`src/rtl/sram_writer.sv`:
```
// Circular-buffer SRAM writer: buffers strobed words in a 2-entry queue and
// writes them through a req/ready port, wrapping at the programmed length.
module sram_writer #(
    parameter int dw = 32,
    parameter int aw = 10
) (
    input  logic          wb_clk,
    input  logic          wb_rst,
    input  logic          sram_start,
    input  logic [dw-1:0] sram_data_in,
    input  logic          enable,
    input  logic          clear,
    input  logic [aw-1:0] base_addr,
    input  logic [aw-1:0] length,
    output logic          sram_req,
    output logic [aw-1:0] sram_addr,
    output logic [dw-1:0] sram_wdata,
    input  logic          sram_ready,
    output logic          busy,
    output logic          frame_done,
    output logic          overflow,
    output logic [aw-1:0] word_count
);

    typedef enum logic {ST_IDLE, ST_WRITE} state_t;

    state_t        r_state;
    logic [dw-1:0] r_q0, r_q1;
    logic [1:0]    r_cnt;
    logic [aw-1:0] r_off, r_base_l, r_len_l;
    logic          r_req, r_done, r_ovf;
    logic [aw-1:0] r_addr;
    logic [dw-1:0] r_wdata;

    logic          w_done, w_push, w_wrap, w_launch;
    logic [1:0]    w_cnt_pop, w_cnt_n;
    logic [dw-1:0] w_q0_n, w_q1_n;
    logic [aw-1:0] w_off_n, w_base;

    // A completing write frees its slot before the incoming strobe is considered.
    always_comb begin
        w_done    = r_req & sram_ready;
        w_cnt_pop = r_cnt - {1'b0, w_done};
        w_push    = sram_start & (w_cnt_pop != 2'd2);
        w_q0_n    = w_done ? r_q1 : r_q0;
        w_q1_n    = r_q1;
        if (w_push) begin
            if (w_cnt_pop == 2'd0) w_q0_n = sram_data_in;
            else                   w_q1_n = sram_data_in;
        end
        w_cnt_n  = w_cnt_pop + {1'b0, w_push};
        // len_l of zero naturally yields an all-ones last offset, i.e. L = 2^aw.
        w_wrap   = (r_off == r_len_l - aw'(1));
        w_off_n  = w_done ? (w_wrap ? '0 : r_off + aw'(1)) : r_off;
        w_launch = enable & (w_cnt_n != 2'd0) & ((r_state == ST_IDLE) | w_done);
        w_base   = (w_off_n == '0) ? base_addr : r_base_l;
    end

    always_ff @(posedge wb_clk) begin
        if (wb_rst) begin
            r_state  <= ST_IDLE;
            r_q0     <= '0;
            r_q1     <= '0;
            r_cnt    <= '0;
            r_off    <= '0;
            r_base_l <= '0;
            r_len_l  <= '0;
            r_req    <= 1'b0;
            r_addr   <= '0;
            r_wdata  <= '0;
            r_done   <= 1'b0;
            r_ovf    <= 1'b0;
        end else if (clear) begin
            r_state <= ST_IDLE;
            r_cnt   <= '0;
            r_off   <= '0;
            r_req   <= 1'b0;
            r_done  <= 1'b0;
            r_ovf   <= 1'b0;
        end else begin
            r_q0   <= w_q0_n;
            r_q1   <= w_q1_n;
            r_cnt  <= w_cnt_n;
            r_off  <= w_off_n;
            r_done <= w_done & w_wrap;
            if (sram_start && !w_push) r_ovf <= 1'b1;
            if (w_launch) begin
                r_state <= ST_WRITE;
                r_req   <= 1'b1;
                r_addr  <= w_base + w_off_n;
                r_wdata <= w_q0_n;
                if (w_off_n == '0) begin
                    r_base_l <= base_addr;
                    r_len_l  <= length;
                end
            end else if (w_done) begin
                r_state <= ST_IDLE;
                r_req   <= 1'b0;
            end
        end
    end

    assign sram_req   = r_req;
    assign sram_addr  = r_addr;
    assign sram_wdata = r_wdata;
    assign busy       = (r_cnt != 2'd0) | r_req;
    assign frame_done = r_done;
    assign overflow   = r_ovf;
    assign word_count = r_off;

endmodule

```
`config.mk`:
```
export PLATFORM = sky130hd
export DESIGN_NAME = sram_writer
export DESIGN_NICKNAME = d
export VERILOG_FILES = /design/src/rtl/sram_writer.sv
export SDC_FILE = /design/constraint.sdc
export NUM_CORES = 1
export LEC_CHECK = 0
export CORE_AREA = 2 2 150 152
export CTS_CLUSTER_SIZE = 28
export DETAILED_ROUTE_END_ITERATION = 8
export DIE_AREA = 0 0 152 154
export PLACE_DENSITY = 0.55
export SLEW_MARGIN = 0
export SYNTH_ARGS = -nofsm -noshare
export SYNTH_HDL_FRONTEND = slang
export SYNTH_SLANG_ARGS = --single-unit
```
`constraint.sdc`:
```
create_clock -name wb_clk -period 12.94 [get_ports wb_clk]
set_input_delay 2.588 -clock wb_clk [delete_from_list [all_inputs] [get_ports wb_clk]]
set_output_delay 2.588 -clock wb_clk [all_outputs]
set_load 0.05 [all_outputs]
```
Word level (Yosys, flattened, before mapping)
Cells that the tools add are included.

word-level totals
  logic and storage cells = 47
  output and inout port bits = 56
  bits of input ports = 58
  register bits after elaboration = 141

cells by class
  muxes and demuxes = 8
  add/sub/neg operators = 5
  reductions and logical operators = 11
  eq/ne operators = 2
  bitwise operators = 10

operators with widths
  cell                                                 number
  two-way mux 32 bit                                   3
  two-way mux 10 bit                                   3
  adder 10 x 1 -> 10 bit (second input constant)       1
  adder 10 bit                                         1
  equality test 10 bit                                 1
  zero test 10 bit                                     1
  subtractor 10 x 1 -> 10 bit (second input constant)  1
  AND reduction 3 bit                                  2
  nonzero test 2 bit                                   3
  bitwise AND 1 bit                                    5
  NOT 1 bit                                            3
  adder 2 x 1 -> 2 bit                                 1
  zero test 2 bit                                      1
  two-way mux 1 bit                                    2
  != test 2 bit (second input constant)                1
  OR 1 bit                                             2
  AND reduction 2 bit                                  1
  OR reduction 2 bit                                   1
  subtractor 2 x 1 -> 2 bit                            1
  logical AND 1 bit                                    1
  zero test 1 bit                                      1

Depth between registers and ports, before layout
Gate-level depths: netlist (run 1).

  depth after elaboration = 9
  gate-level depth with buffers = 20
  gate-level depth less buffers = 18

Worst setup path before layout (run 1)
Ideal clock, no wire load.

  path kind = input -> register
  from = input port sram_ready
  to = register r_addr[8], in the netlist sram_addr[8]
  setup time = 0.122 ns
  arrival = 5.930 ns
  path buffers = 0
  stages on the path = 16
  slack = 6.888 ns
  required time = 12.818 ns
  cells stage by stage = a2111oi_0 -> a31oi_1 -> a211oi_1 -> nand4_1 -> o22ai_4 -> mux2_2 -> ha_1 -> fa_1 -> a21o_1 -> a21oi_1 -> o21bai_1 -> a21oi_1 -> o21bai_1 -> a21oi_1 -> nor4_1 -> a311o_1

on the way
  elaborated cells on any way between the ends = 14
  classes of those cells = 3 x add/sub; 1 x eq/ne; 2 x mux; 5 x bitwise; 3 x reduce/logical

RTL lines
  item                  line  text
  start, declared       18    input logic sram_ready,
  bitwise AND 1 bit     42    w_done = r_req & sram_ready;
  two-way mux 10 bit    54    w_off_n = w_done ? (w_wrap ? '0 : r_off + aw'(1)) : r_off;
  zero test 10 bit      56    w_base = (w_off_n == '0) ? base_addr : r_base_l;
  two-way mux 10 bit    -
  net w_base[0]         38    logic [aw-1:0] w_off_n, w_base;
  adder 10 bit          90    r_addr <= w_base + w_off_n;
  end signal, assigned  90
  end, declared         32    logic [aw-1:0] r_addr;

The timed path passes the listed nets, and every way through them passes these cells.
A chain may end at the register's enable or synchronous reset.

Final worst setup path (run 1)
Ends and elaborated chain as after synthesis.

==> run metrics, run 1 <==
routed wire length=roughly 18 mm; drt pass-1 iters=5; Worst Clk Skew=~15 ps; CP Class=in2reg; count of final setup violators=0; layout overhead on the synthesized area=29.1%; Final ANT Viol Nets=0; largest net degree at the start of global routing=around 90; H-tree depth=4; CTS tree=built; sw frac=0.262; setup slack after layout=about 6300 ps; status=complete, no violations; worst-skew pair later-pin latency=430 ps; Synth area leader=dfxtp_1; Unique masters post-synth=51; violation count after the first detailed-routing iteration=around 220; cell area after synthesis=about 6700 µm²; Int Pwr=832 µW; peak supply drop=0.0748 mV; vias in the first global route=about 5700; kind of end point of the critical path=flip-flop; via count=about 6000; syn nets=958; DRC errors left=0; initial core utilization=0.307; Clock Path Buffers=2; Top FF cell, synth=dfxtp_1; async set-reset flop share out of synthesis=0; hold slack=around 450 ps; Nets=approximately 1000; Hold Buf Count CTS=0; clock network fraction of design power=0.470; io pins=~110; Via density=4.78; post-route minimum period=6670 ps; Rows=between 50 and 60; DR WL/cell=13.9 µm; CTS Buf Count=17; synth warn=0; RSZ-0062 raised after global routing=no; Clock Sink Count=around 140; max cap viols=0; Synth top cells by count=nor2_1 (187), a21oi_1 (173), nand2_1 (146); first-pass GRT wire length=29.2 mm; final hold vios=0; cell count after synthesis=slightly below 900; Slew Viols, Final=0; Die Ht=approximately 150 µm; net load switching power=295 µW; main area contributors after synthesis=dfxtp_1 (42%), a21oi_1 (13%), nor2_1 (11%), nand2_1 (8.2%), mux2i_1 (3.5%); Slew @ Worst Pin=approximately 960 ps; Leakage=roughly 0.0032 µW; Placed Instances=1228; Std-Cell Core Area=~22000 µm²; top-count cell post-synth=nor2_1; period utilization=0.516; Setup Fix Bufs, Post-CTS=0; Place WS=between 5000 and 6000 ps; fmax=0.150 GHz; Finished Layout Cells=between 1000 and 1500; Setup crit start kind=input port; GRT overflow=0; Avg Cell Area, Syn=between 7 and 8 µm²; Comb power frac=0.123; number of flops mapped to enable cells by yosys=0; Post-CTS Resized=0; root buf cell=clkbuf_16; Hold Crit Class=reg2reg; Pwr Density=between 100 and 150 nW/µm²; initial antenna violation count=1; Buffers on Ports=about 110; Relative slew margins=0.360; Clock Pin Slew Worst Setup and Hold Paths=60 ps; setup tns final=0 ps; top-area cell type share of the netlist area=0.424; Yosys reg bits=around 140; Placer Congestion=0.773; number of diodes=0; worst path required time=~13000 ps; DP HPWL=about 11 mm; Seq/Total Area, Yosys=0.424; Total Routing Usage GR=0.152; crit path max fanout=10; layout cells sized above 1=0.0612; Seq pwr share=0.407; die width=152 µm; crit path DAT=roughly 7000 ps; die area=~23000 µm²
[logic make-up (layout without fill, tap and decap cells)]
group / Yosys count / count (layout) / synth area share
adder cells (fa/ha/maj): 13 / 13 / 0.0255
flip-flops: 141 / 141 / 0.424
AND/OR/NAND/NOR: 396 / 396 / 0.249
AO/OA/AOI/OAI: 213 / 213 / 0.181
buffers and inverters: 69 / 162 / 0.0411
multiplexers: 32 / 32 / 0.0497
XOR/XNOR: 23 / 23 / 0.0302
[power groups by stage]
stage	Sequential, µW	Clock (µW)	Combinational, µW
floorplan	482	0	78.2
global placement	468	0	140
detailed placement	468	0	141
CTS	458	544	141
global route	460	561	154
finish	458	530	139
[routing by layer]
layer,part of all wire,GRT usage
met2,0.47,0.252
met4,0.0083,0.0387
met3,0.053,0.0411
met1,0.47,0.196
met5,0.00074,0
[critical path, stage by stage]
cell and delay (ps):
clkdlybuf4s50_1 560, nand3_1 160, o31a_1 290, a211oi_1 260, nand4_1 250, o22ai_4 430
mux2_2 390, ha_1 210, fa_1 410, a21o_1 190, a21oi_1 230, o21bai_1 90
a21oi_1 220, o21bai_1 100, a21oi_1 180, nor4bb_1 320, a311o_1 140
[flip-flops by register name (all words and copies together), names as in the netlist]
signal      cells
frame_done      1
overflow        1
r_base_l       10
r_cnt           2
r_len_l        10
r_q0           32
r_q1           32
sram_addr      10
sram_req        1
sram_wdata     32
word_count     10
[layout make-up]
type	instances	area [µm²]
fillers	2258	13100
multi-input cells	677	3580
flip-flops and latches	141	2820
repair buffers	120	1180
clock inverters	14	206
inverters	10	37.5
clock buffers	18	429
well taps	280	350
[cells in the final DEF (no fill, tap or decap), drive strengths merged, types with 10 or more instances in the layout]
cell type | synthesis | layout
inv | 10 | 16
nor2 | 187 | 187
dfxtp | 141 | 141
clkbuf | 54 | 18
ha | 12 | 12
o21ai | 10 | 10
a21oi | 173 | 173
xnor2 | 17 | 17
mux2i | 23 | 23
nand2 | 146 | 146
clkdlybuf4s50 | 0 | 111
nor3 | 11 | 11
[path summary, 6_finish.rpt]
check	from	endpoint	slack [ps]	cells after the start
min	r_q1[13]$_SDFFE_PP0P_	r_q1[13]$_SDFFE_PP0P_	450	2
max	sram_ready	sram_addr[8]$_SDFFE_PP0P_	6270	17
max reg2reg	r_len_l[2]$_SDFFE_PP0P_	sram_addr[8]$_SDFFE_PP0P_	8020	16
min reg2reg	r_q1[13]$_SDFFE_PP0P_	r_q1[13]$_SDFFE_PP0P_	450	2
[metrics by stage]
stage | cell area (µm²) | util | power [µW]
2_1_floorplan | 6670 | - | 560
6_report | 8610 | 0.397 | 1130
5_1_grt | 8610 | 0.397 | 1180
4_1_cts | 8610 | 0.397 | 1140
3_3_place_gp | 7970 | 0.367 | 608
3_5_place_dp | 7970 | 0.367 | 609
No activity file was read; power rests on OpenSTA's default activity.
==> run 2, diff against run 1 <==
==> constraint.sdc (replaced) <==
create_clock -name wb_clk -period 6.24 [get_ports wb_clk]
set_input_delay 1.248 -clock wb_clk [delete_from_list [all_inputs] [get_ports wb_clk]]
set_output_delay 1.248 -clock wb_clk [all_outputs]
set_load 0.05 [all_outputs]
==> run metrics, run 2 (synthesized netlist as in run 1, its figures left out) <==
DP HPWL=11.4 mm (+0.76%); layout overhead on the synthesized area=28.8%; Final ANT Viol Nets=0 (unchanged); R2R cell count=16 (unchanged); setup tns final=0 ps (unchanged); Clock Pin Slew Worst Setup and Hold Paths=60 ps (about the same); Relative slew margins=0.424 (+0.0644); drt pass-1 iters=4 (-1); Place WS=564 ps (-5310 ps); CP Class=in2reg; commonest non-fill, non-tap cell in the layout=nor2_1; layout cells sized above 1=0.0583 (-0.00294); Placer Congestion=0.828 (+7.2%); GRT overflow=0 (unchanged); status=complete, no violations; RSZ-0062 raised after global routing=no; crit path max fanout=10 (unchanged); hold endpoint=r_q1[28]$_SDFFE_PP0P_; violation count after the first detailed-routing iteration=258 (+15%); Slew Viols, Final=0 (unchanged); reg-to-reg setup timing slack=1420 ps (-6600 ps); kind of end point of the critical path=flip-flop; Hold Buf Count CTS=0 (unchanged); worst path required time=6600 ps (-6700 ps); die area=23400 µm² (unchanged); period utilization=0.849; Nets=1038 (unchanged); number of diodes=0 (unchanged); Die Ht=154 µm (unchanged); initial core utilization=0.307 (unchanged); Multi-input gate area=3580 µm² (unchanged); fmax=between 0.15 and 0.2 GHz; root buf cell=clkbuf_16; DR WL/cell=14.0 µm (+0.18%); CTS Buf Count=17 (unchanged); Via density=4.79 (+0.36%); H-tree depth=4 (unchanged); largest net degree at the start of global routing=84 (-7.7%); worst-skew pair later-pin latency=420 ps (about the same); Clock Sink Count=141 (unchanged); crit path DAT=5650 ps (-1380 ps); hold path startpoint=r_q1[28]$_SDFFE_PP0P_; Slew @ Worst Pin=864 ps (-96.5 ps); Buffers on Ports=113 (unchanged); Std-Cell Core Area=21700 µm² (unchanged); Hold Path Cell Cnt=2 (unchanged); Clock Path Buffers=2 (unchanged); die width=152 µm (unchanged); peak supply drop=0.160 mV (+110%); max cap viols=0 (unchanged); final hold vios=0 (unchanged); first-pass GRT wire length=29.7 mm (+1.8%); post-route minimum period=around 5300 ps; routed wire length=17.6 mm (about the same); vias in the first global route=5808 (+1.7%); Reg2Reg Capture Point=sram_addr[8]$_SDFFE_PP0P_; DRC errors left=0 (unchanged); count of final setup violators=0 (unchanged); Post-CTS Resized=0 (unchanged); register area=2820 µm² (unchanged); initial antenna violation count=1 (unchanged); setup slack after layout=943 ps (-5330 ps); Setup crit start kind=input port; Worst Clk Skew=9.10 ps (-6.13 ps); Pwr Density=268 nW/µm² (+100%); via count=6032 (+0.20%); hold slack=454 ps (+0.293 ps); Total Routing Usage GR=0.156 (+0.00414); Setup Fix Bufs, Post-CTS=0 (unchanged); CTS tree=built; worst r2r src=r_len_l[2]$_SDFFE_PP0P_; Leakage=0.00321 µW (-0.37%); Hold Crit Class=reg2reg; io pins=114 (unchanged); Rows=54 (unchanged); # fillers=2242 (-0.71%); most frequent cells in the layout=nor2_1 (186), a21oi_1 (173), nand2_1 (146)
[run 2: changes by cell type in the layout (fill, tap and decap cells not counted)]
cell and change:
clkbuf_1 +1, inv_8 -1, clkinv_2 +1, clkbuf_8 +1, inv_6 -4
[run 2: worst max-delay path by stage]
| stage | end | slack (ps) | startpoint |
|---|---|---|---|
| 2_1_floorplan | sram_addr[8]$_SDFFE_PP0P_ | 1530 | sram_ready |
| 3_3_place_gp | sram_addr[8]$_SDFFE_PP0P_ | 620 | sram_ready |
| 3_5_place_dp | sram_addr[8]$_SDFFE_PP0P_ | 560 | sram_ready |
| 4_1_cts | sram_addr[8]$_SDFFE_PP0P_ | 1010 | sram_ready |
| 5_1_grt | sram_addr[8]$_SDFFE_PP0P_ | 530 | sram_ready |
| 6_report | sram_addr[8]$_SDFFE_PP0P_ | 940 | sram_ready |
[run 2: report_power, final]
| group | switching, µW | internal (µW) |
|---|---|---|
| Sequential | 19.5 | 931 |
| Combinational | 173 | 115 |
| Clock | 387 | 676 |
[run 2: worst max-delay path, cell delays in order]
cell	delay, ps
clkdlybuf4s50_1	550
and4_1	300
nand3_1	110
xnor2_1	280
nand4_1	260
o22ai_4	440
mux2_2	390
ha_1	210
fa_1	400
a21o_1	190
a21oi_1	220
o21bai_1	90
a21oi_1	220
o21bai_1	90
a21oi_1	190
nor4bb_1	330
a311o_1	150
[run 2: layout make-up]
class	count	area share
inverter	10	0.00437
timing repair buffer	120	0.137
tap	280	0.0408
multi-input combinational	677	0.418
sequential	141	0.329
clock inverter	10	0.0192
clock buffer	20	0.0520
[run 2: layer usage]
metal  GRT usage  routed length, µm  share of wire
met1       0.202               8380           0.48
met4      0.0454                198          0.011
met5           0                 13        0.00074
met2       0.253               8080           0.46
met3      0.0454                897          0.051
[run 2: per-stage QoR]
step / util / total power, µW / cell area [µm²] / cells
3_3_place_gp: 0.367 / 1260 / 7970 / 1228
2_1_floorplan: - / 1160 / 6670 / 887
5_1_grt: 0.396 / 2410 / 8580 / 1258
3_5_place_dp: 0.367 / 1260 / 7970 / 1228
4_1_cts: 0.396 / 2340 / 8580 / 1258
6_report: 0.396 / 2300 / 8580 / 1258
==> run 3, diff against run 2 <==
--- a/config.mk
+++ b/config.mk
@@ -9,7 +9,7 @@
 export CTS_CLUSTER_SIZE = 28
 export DETAILED_ROUTE_END_ITERATION = 8
 export DIE_AREA = 0 0 152 154
-export PLACE_DENSITY = 0.55
+export PLACE_DENSITY = 0.57
 export SLEW_MARGIN = 0
 export SYNTH_ARGS = -nofsm -noshare
 export SYNTH_HDL_FRONTEND = slang
==> constraint.sdc (replaced) <==
create_clock -name wb_clk -period 4.2 [get_ports wb_clk]
set_input_delay 0.84 -clock wb_clk [delete_from_list [all_inputs] [get_ports wb_clk]]
set_output_delay 0.84 -clock wb_clk [all_outputs]
set_load 0.05 [all_outputs]
==> run metrics, run 3 (synthesized netlist as in run 1, its figures left out) <==
status=complete, no violations; via count=6330 (+4.9%); die width=152 µm (unchanged); Clock Path Buffers=2 (unchanged); layout overhead on the synthesized area=35.8%; Clock Sink Count=141 (unchanged); commonest non-fill, non-tap cell in the layout=nor2_1; largest net degree at the start of global routing=86 (+2.4%); Nets=1084 (+4.4%); hold slack=453 ps (-1.35 ps); die area=23400 µm² (unchanged); vias in the first global route=6197 (+6.7%); Std-Cell Core Area=21700 µm² (unchanged); first-pass GRT wire length=31.0 mm (+4.3%); H-tree depth=4 (unchanged); most frequent cells in the layout=nor2_1 (185), a21oi_1 (169), nand2_1 (146); number of diodes=0 (unchanged); GRT overflow=0 (unchanged); Clock Pin Slew Worst Setup and Hold Paths=70 ps (about the same); Via density=4.85 (+1.1%); RSZ-0062 raised after global routing=yes; final hold vios=0 (unchanged); Buffers on Ports=113 (unchanged); Die Ht=154 µm (unchanged); crit path DAT=4390 ps (-1260 ps); worst path required time=4520 ps (-2080 ps); initial core utilization=0.307 (unchanged); drt pass-1 iters=4 (unchanged); Hold Buf Count CTS=0 (unchanged); post-route minimum period=around 4000 ps; Total Routing Usage GR=0.163 (+0.00734); CP Class=reg2reg; max cap viols=0 (unchanged); # fillers=2240 (-0.089%); Slew @ Worst Pin=946 ps (+82.5 ps); peak supply drop=0.257 mV (+61%); layout cells sized above 1=0.124 (+0.0655); Int Pwr=2530 µW (+47%); DRC errors left=0 (unchanged); DR WL/cell=14.4 µm (+2.9%); Setup crit start kind=flip-flop; Layout Utilization=0.417 (+0.0215); Seq pwr share=0.407 (-0.006); CTS Buf Count=17 (unchanged); Pwr Density=383 nW/µm² (+43%); DP HPWL=12.0 mm (+5.5%); initial antenna violation count=0 (-1); io pins=114 (unchanged); clock network fraction of design power=0.458 (-0.004); fmax=0.245 GHz; kind of end point of the critical path=flip-flop; Final ANT Viol Nets=0 (unchanged); routed wire length=18.8 mm (+6.8%); Placer Congestion=0.870 (+5.1%); sw frac=0.272 (+0.0197); CTS tree=built; Comb power frac=0.136 (+0.011); Worst Clk Skew=13.2 ps (+4.12 ps); Relative slew margins=0.369 (-0.0550); Rows=54 (unchanged); root buf cell=clkbuf_16; net load switching power=942 µW (+63%); worst-skew pair later-pin latency=430 ps (about the same); violation count after the first detailed-routing iteration=333 (+29%); Slew Viols, Final=0 (unchanged); Leakage=0.00348 µW (+8.6%); period utilization=0.971; crit path max fanout=3 (-7); Hold Crit Class=reg2reg; count of final setup violators=0 (unchanged)
run 3: critical path, stage by stage, from the launching register on:
cell	delay, ps
dfxtp_2	330
or3_4	390
or4_4	500
a2111oi_4	350
o211ai_4	160
o22ai_4	230
mux2_4	340
ha_4	170
fa_2	360
a21o_1	170
a21oi_2	140
o21bai_1	90
a21oi_2	150
o21bai_1	90
a21oi_2	130
nor4_1	60
a311o_1	300
run 3: what timing repair did:
| action | in CTS | in global routing |
|---|---|---|
| pin swaps | 6 | 8 |
| buffers inserted | 3 | 4 |
| gates resized for setup | 11 | 9 |
| endpoints found under the setup margin | 3 | 4 |
| cloned | 0 | 0 |
run 3: final cells by class:
cell class	instances	area, µm²	share of cell area
clock buffer	18	429	0.0474
sequential	141	2830	0.313
inverter	10	37.5	0.00415
timing repair buffer	166	1550	0.171
tap	280	350	0.0387
multi-input combinational	677	3670	0.405
clock inverter	14	183	0.0202
run 3: final timing paths:
kind	startpoint	to	slack [ps]	depth (start not counted)
setup / recovery	r_len_l[2]$_SDFFE_PP0P_	sram_addr[8]$_SDFFE_PP0P_	120	16
hold / removal	r_q1[8]$_SDFFE_PP0P_	r_q1[8]$_SDFFE_PP0P_	450	2
setup reg to reg	r_len_l[2]$_SDFFE_PP0P_	sram_addr[8]$_SDFFE_PP0P_	120	16
hold reg to reg	r_q1[8]$_SDFFE_PP0P_	r_q1[8]$_SDFFE_PP0P_	450	2
run 3: power by group through the flow:
| stage | sequential (µW) | combinational [µW] | clock, µW |
|---|---|---|---|
| finish | 1410 | 471 | 1590 |
| global route | 1420 | 520 | 1680 |
| CTS | 1410 | 470 | 1640 |
| detailed placement | 1440 | 465 | 0 |
| global placement | 1440 | 461 | 0 |
| floorplan | 1480 | 241 | 0 |
run 3: routing by layer:
layer  global-route usage  share of wire
met5                    0              0
met4               0.0574          0.015
met3               0.0428          0.064
met2                0.276           0.46
met1                0.202           0.46
run 3: metrics by stage:
| step | total power [µW] | instance area (µm²) | std cells | setup TNS (ps) | setup slack [ps] |
|---|---|---|---|---|---|
| 3_3_place_gp | 1900 | 8310 | 1268 | -2080 | -536 |
| 2_1_floorplan | 1730 | 6690 | 887 | 0 | 4.45 |
| 6_report | 3470 | 9050 | 1306 | 0 | 123 |
| 3_5_place_dp | 1900 | 8310 | 1268 | -2790 | -657 |
| 5_1_grt | 3620 | 9050 | 1306 | -82.9 | -54.5 |
| 4_1_cts | 3520 | 8980 | 1303 | 0 | 0.405 |
